$ cat src/rtl/ram_port_arbiter.sv
`default_nettype none
// ============================================================================
// Module   : ram_port_arbiter
// Brief    : CPU-priority arbiter for the negedge-clocked data RAM, with a
//            bounded-latency forced display slot. Optional: RAM_ARB_STATS_EN.
// Revision : 1.0
// ============================================================================
module ram_port_arbiter #(
   parameter int ADDR_W   = 19,
   parameter int DATA_W   = 8,
   parameter int MAX_WAIT = 4
) (
   input  logic              clk,
   input  logic              rst,
   input  logic              cpu_req,
   input  logic              cpu_we,
   input  logic [ADDR_W-1:0] cpu_addr,
   input  logic [DATA_W-1:0] cpu_wdata,
   output logic [DATA_W-1:0] cpu_rdata,
   output logic              cpu_stall,
   input  logic              disp_req,
   input  logic [ADDR_W-1:0] disp_addr,
   output logic              disp_gnt,
   output logic [DATA_W-1:0] disp_rdata,
   output logic              disp_rvalid,
   output logic [ADDR_W-1:0] ram_addr,
   output logic [DATA_W-1:0] ram_wdata,
   output logic              ram_wren,
   input  logic [DATA_W-1:0] ram_q
`ifdef RAM_ARB_STATS_EN
   ,
   output logic [31:0]       cnt_cpu_gnt,
   output logic [31:0]       cnt_disp_gnt,
   output logic [15:0]       cnt_stall
`endif
);

   if (MAX_WAIT < 1 || MAX_WAIT > 15) begin : g_bad_max_wait
      $error("ram_port_arbiter: MAX_WAIT must be in 1..15");
   end

   localparam logic [3:0] c_WAIT_LIM = 4'(MAX_WAIT - 1);

   typedef enum logic [0:0] {
      S_CPU   = 1'b0,
      S_FORCE = 1'b1
   } state_t;

   state_t            r_state;
   state_t            w_state_nxt;
   logic [3:0]        r_wait;
   logic [3:0]        w_wait_nxt;
   logic [ADDR_W-1:0] r_last_addr;
   logic [DATA_W-1:0] r_last_wdata;
   logic              r_rvalid;
   logic [DATA_W-1:0] r_rdata;
   logic              w_cpu_own;
   logic              w_disp_own;

   always_comb begin
      w_cpu_own   = 1'b0;
      w_disp_own  = 1'b0;
      cpu_stall   = 1'b0;
      w_state_nxt = S_CPU;
      w_wait_nxt  = r_wait;
      if (!rst) begin
         case (r_state)
            S_FORCE: begin
               w_disp_own = 1'b1;
               cpu_stall  = cpu_req;
            end
            default: begin
               w_cpu_own  = cpu_req;
               w_disp_own = !cpu_req && disp_req;
            end
         endcase
      end
      // Saturating denial counter; a granted or withdrawn request restarts it.
      if (w_disp_own || !disp_req) begin
         w_wait_nxt = 4'd0;
      end else if (r_wait != 4'hF) begin
         w_wait_nxt = r_wait + 4'd1;
      end
      if (r_state == S_CPU && disp_req && !w_disp_own && r_wait == c_WAIT_LIM) begin
         w_state_nxt = S_FORCE;
      end
   end

   assign disp_gnt    = w_disp_own;
   assign ram_wren    = w_cpu_own && cpu_we;
   assign ram_addr    = rst        ? '0 :
                        w_cpu_own  ? cpu_addr :
                        w_disp_own ? disp_addr : r_last_addr;
   assign ram_wdata   = rst        ? '0 :
                        w_cpu_own  ? cpu_wdata : r_last_wdata;
   assign cpu_rdata   = ram_q;
   assign disp_rdata  = r_rdata;
   assign disp_rvalid = r_rvalid;

   always_ff @(posedge clk) begin
      if (rst) begin
         r_state      <= S_CPU;
         r_wait       <= 4'd0;
         r_last_addr  <= '0;
         r_last_wdata <= '0;
         r_rvalid     <= 1'b0;
         r_rdata      <= '0;
      end else begin
         r_state      <= w_state_nxt;
         r_wait       <= w_wait_nxt;
         r_last_addr  <= ram_addr;
         r_last_wdata <= ram_wdata;
         r_rvalid     <= w_disp_own;
         if (w_disp_own) begin
            r_rdata <= ram_q;
         end
      end
   end

`ifdef RAM_ARB_STATS_EN
   always_ff @(posedge clk) begin
      if (rst) begin
         cnt_cpu_gnt  <= '0;
         cnt_disp_gnt <= '0;
         cnt_stall    <= '0;
      end else begin
         if (w_cpu_own && cnt_cpu_gnt != '1) begin
            cnt_cpu_gnt <= cnt_cpu_gnt + 32'd1;
         end
         if (w_disp_own && cnt_disp_gnt != '1) begin
            cnt_disp_gnt <= cnt_disp_gnt + 32'd1;
         end
         if (cpu_stall && cnt_stall != '1) begin
            cnt_stall <= cnt_stall + 16'd1;
         end
      end
   end
`endif

endmodule
`default_nettype wire

$ cat config.mk
export PLATFORM = sky130hd
export DESIGN_NAME = ram_port_arbiter
export DESIGN_NICKNAME = d
export VERILOG_FILES = /design/src/rtl/ram_port_arbiter.sv
export SDC_FILE = /design/constraint.sdc
export NUM_CORES = 1
export LEC_CHECK = 0
export CAP_MARGIN = 20
export CORE_MARGIN = 1
export CORE_UTILIZATION = 43
export CTS_CLUSTER_SIZE = 40
export DETAILED_ROUTE_END_ITERATION = 10
export PLACE_DENSITY = 0.85
export SLEW_MARGIN = 10
export SYNTH_ARGS = -nofsm -noshare
export SYNTH_HDL_FRONTEND = slang
export SYNTH_SLANG_ARGS = --single-unit
$ cat constraint.sdc
create_clock -name clk -period 3.4 [get_ports clk]
set_input_delay 0.68 -clock clk [delete_from_list [all_inputs] [get_ports clk]]
set_output_delay 0.68 -clock clk [all_outputs]
set_load 0.01 [all_outputs]
# After elaboration in Yosys (flattened, before gate mapping)
# Cells that the tools add are included.
[op_classes]
order_cmp = 0
bitwise = 1
multipliers = 0
eq_ne = 2
n_addsub = 1
shifts = 0
n_reduce_logical = 10
div_mod_pow = 0
n_mux = 12
[op_table]
columns = ["operator", "count"]
rows = [
  ["2-to-1 mux 19 bit", 3],
  ["2-to-1 mux 8 bit", 2],
  ["2-to-1 mux 1 bit", 7],
  ["logical AND 1 bit", 5],
  ["adder 4 x 1 -> 4 bit, second input constant", 1],
  ["equality test 4 x 2 -> 1 bit, second input constant", 1],
  ["!= test 4 bit, second input constant", 1],
  ["logical NOT 1 bit", 3],
  ["OR reduction 2 bit", 1],
  ["logical OR 1 bit", 1],
  ["inverter 1 bit", 1],
]
[word_totals]
register_bits = 41
n_memories = 0
latchBits = 0
elab_cells = 32
out_inout_bits = 47
inputBits = 59
mem_bits_rw = 0
romBits = 0

# Logic depth before layout (Yosys ltp)
[logic_depth]
ltp_word = 8
depth_mapped = 6
ltp_nobuf = 4

# Worst setup path before layout
# No wires, ideal clock.
[synth_path]
kind = "input port to output port"
start = "input cpu_req"
end = "output ram_addr[0]"
arrival_time_ns = 1.586
required_ns = 2.720
slack_ns = 1.134
path_buffers = 2
stages = 4
path_cell_list = "or3_4 -> buf_6 -> buf_8 -> o221a_1"
[synth_via]
elab_chain_cells = 7
elab_cells_between_ends = 9
cone_classes = "7 x mux; 2 x reduce/logical"
[synth_rtl]
columns = ["element", "line_no", "text"]
rows = [
  ["start, declared", "15", "input logic cpu_req,"],
  ["logical NOT 1 bit", "74", "w_disp_own = !cpu_req && disp_req;"],
  ["logical AND 1 bit", "74", ""],
  ["2-to-1 mux 1 bit", "67", "case (r_state)"],
  ["2-to-1 mux 1 bit", "66", "if (!rst) begin"],
  ["2-to-1 mux 19 bit", "93", "w_disp_own ? disp_addr : r_last_addr;"],
  ["2-to-1 mux 19 bit (*)", "92", "w_cpu_own ? cpu_addr :"],
  ["2-to-1 mux 19 bit (*)", "91", "assign ram_addr = rst ? '0 :"],
  ["end, declared", "26", "output logic [ADDR_W-1:0] ram_addr,"],
]
# Every way passes the cells marked *; elsewhere a longest branch is shown, timed or not.

# Worst setup path in the final report
[layout_path]
start = "input disp_req"
end = "output ram_addr[5]"
[layout_via]
elab_chain_cells = 6
[layout_rtl]
columns = ["element", "line_no", "text"]
rows = [
  ["start, declared", "21", "input logic disp_req,"],
  ["logical AND 1 bit", "74", ""],
  ["2-to-1 mux 1 bit", "67", ""],
  ["2-to-1 mux 1 bit", "66", ""],
  ["2-to-1 mux 19 bit", "93", ""],
  ["2-to-1 mux 19 bit", "92", ""],
  ["2-to-1 mux 19 bit", "91", ""],
]
# No other way between the ends.

==> results.sh <==
export IMPL_status="finished clean"
export IMPL_synthesis_nets=286
export IMPL_final_util=0.684
export IMPL_drcViolationCount=0
export IMPL_synth_warnings=0
export IMPL_relSlewSlack=0.653
export IMPL_comb_power_share=0.258
export IMPL_max_freq_mhz=311
export IMPL_hp_class="reg2reg"
export IMPL_setup_violations=0
export IMPL_cts_max_level=2
export IMPL_critPathCaptureType="output port"
export IMPL_hold_viol=0
export IMPL_final_net_count=381
export IMPL_rr_startpoint="r_state"
export IMPL_clkPwrFrac=0.272
export IMPL_synthArstFlopShare=0
export IMPL_startpoint_type="input port"
export IMPL_pin_count=106
export IMPL_drt_iter0_markers=116
export IMPL_die_h_um=72.3
export IMPL_rsz0062_at_grt="false"
export IMPL_syn_area_mm2=0.00213
export IMPL_cts_buffer_depth=2
export IMPL_cts_clk_slew_worst_paths_ns=0.07
export IMPL_ys_types=32
export IMPL_overflow=0
export IMPL_synth_ff_type="dfxtp_1"
export IMPL_peakVddDrop_mv=0.193
export IMPL_antenna_cells=0
export IMPL_wl_um=5320
export IMPL_drt_first_pass_iters=4
export IMPL_yosysTopAreaCell="dfxtp_1"
export IMPL_worst_pin_slew_ns=0.520
export IMPL_worstHoldStart="r_last_wdata[0]"
export IMPL_post_cts_setup_buffers=0
export IMPL_grt_pass1_wl_um=8470
export IMPL_skew_ns=0.00805
export IMPL_cap_viol_max_count=0
export IMPL_cts_tree="yes"
export IMPL_yosys_top_cells_area="dfxtp_1, o221a_1, a21oi_2"
export IMPL_design_area_mm2=0.00325
export IMPL_vias_per_cell=5.29
export IMPL_cts_root_buf="clkbuf_8"
export IMPL_cts_hold_buf=0
export IMPL_antenna_found_initial=0
export IMPL_synth_cells=226
export IMPL_gp_congestion=0.725
export IMPL_postSynthAreaPerCell_um2=9.41
export IMPL_area_delta_synth_final_pct=53.0
export IMPL_crit_start="disp_req"
export IMPL_wl_per_cell_um=13.7
export IMPL_grt_max_degree=41
export IMPL_insertion_delay_ns=0.29
export IMPL_cts_buffers=5
export IMPL_drive_above_1_share=0.0994
export IMPL_drv_slew=0
export IMPL_die_x_um=72.3
export IMPL_switchingPower_mw=0.284
export IMPL_fin_crit_sh=0.947
export IMPL_leakagePower_nw=1.21
export IMPL_cts_resized=0
export IMPL_synth_edf_count=0
export IMPL_final_cells=389
export IMPL_dieArea_mm2=0.00523
export IMPL_start_util=0.447
export IMPL_io_buffers=105
export IMPL_ant_nets=0
export IMPL_synth_top_area_frac=0.386
export IMPL_switching_share=0.255
export IMPL_fin_ws_ns=0.180
export IMPL_powerDensity_mw_per_mm2=343
export IMPL_holdWs_ns=0.480
export IMPL_dp_slack_ns=0.179
export IMPL_clock_sinks=41
export IMPL_crit_arrival_ns=2.54
export IMPL_cp_required_ns=2.72
export IMPL_num_vias=2056
export IMPL_cp_max_fo=38
export IMPL_setup_tns_ns=0
export IMPL_path_class="in2out"
export IMPL_dpl_cell_count=381
export IMPL_p_int_mw=0.831
export IMPL_pwr_share_seq=0.470
export IMPL_ys_ff_latch=41
export IMPL_design_power_total_mw=1.11
export IMPL_post_dp_cell_area_mm2=0.00317
export IMPL_final_cell_mix="clkdlybuf4s50_1, dfxtp_1, o221a_1"
export IMPL_grt_pass1_vias=1965
export IMPL_grt_util_all_layers=0.206
export IMPL_dp_hpwl_um=3800
export IMPL_rows=25
export IMPL_min_period_ns=3.22
export IMPL_core_area_mm2=0.00475
export IMPL_ys_seq_area_frac=0.386
export IMPL_layout_commonest_cell="clkdlybuf4s50_1"
==> state kept, by name (all words and copies together) (netlist names) <==
register / count
r_last_addr: 19
r_wait: 4
r_last_wdata: 8
r_state: 1
disp_rdata: 8
disp_rvalid: 1
==> power groups by stage <==
stage	clock network [mW]	logic (mW)	registers, mW
after floorplan	0	0.135	0.534
after global placement	0	0.283	0.534
after detailed placement	0	0.287	0.535
after CTS	0.312	0.289	0.524
after global routing	0.338	0.309	0.528
final	0.303	0.287	0.524
==> critical path, cell delays in order <==
cell and delay [ns]:
clkdlybuf4s50_1 0.48, or3_4 0.58, o221a_1 0.31, clkdlybuf4s50_1 0.48
==> worst paths after layout <==
path | slack, ns | end | cells after the start
worst max-delay path | 0.18 | ram_addr[5] | 4
worst min-delay path | 0.48 | r_last_wdata[0] | 2
worst max register to register | 1.92 | r_last_addr[5] | 2
worst min register to register | 0.48 | r_last_wdata[0] | 2
==> metal layers <==
metal / vias to the layer above / wire [um] / GRT usage
met2: 93 / 2600 / 0.364
met1: 932 / 2290 / 0.235
met3: 8 / 360 / 0.0542
met5: - / 0 / 0
li1: 1023 / - / -
met4: 0 / 65 / 0.0850
==> layout make-up <==
| cell class | count | area (um^2) |
|---|---|---|
| multi-input combinational | 138 | 1040 |
| tap | 67 | 83.8 |
| clock buffer | 8 | 80.1 |
| timing repair buffer | 114 | 1150 |
| inverter | 21 | 78.8 |
| fill | 407 | 1500 |
| sequential | 41 | 821 |
==> synth_stat cells, types with 8 or more instances <==
cell type	instances
dfxtp_1	41
o221a_1	38
inv_1	20
a21oi_1	17
o21ai_1	15
a21oi_2	10
buf_2	10
nand2_1	10
o21ai_0	9
buf_4	8
nand2b_1	8
nor2_1	8
o211ai_1	8
==> cells by family after synthesis <==
| family | Yosys count | synth area share |
|---|---|---|
| mux | 1 | 0.00471 |
| simple gates | 36 | 0.0977 |
| fa+ha+maj | 1 | 0.00588 |
| buf+inv | 47 | 0.128 |
| compound gates | 99 | 0.374 |
| xor+xnor | 1 | 0.00412 |
| flops | 41 | 0.386 |
Power figures use the tool's default switching activity.
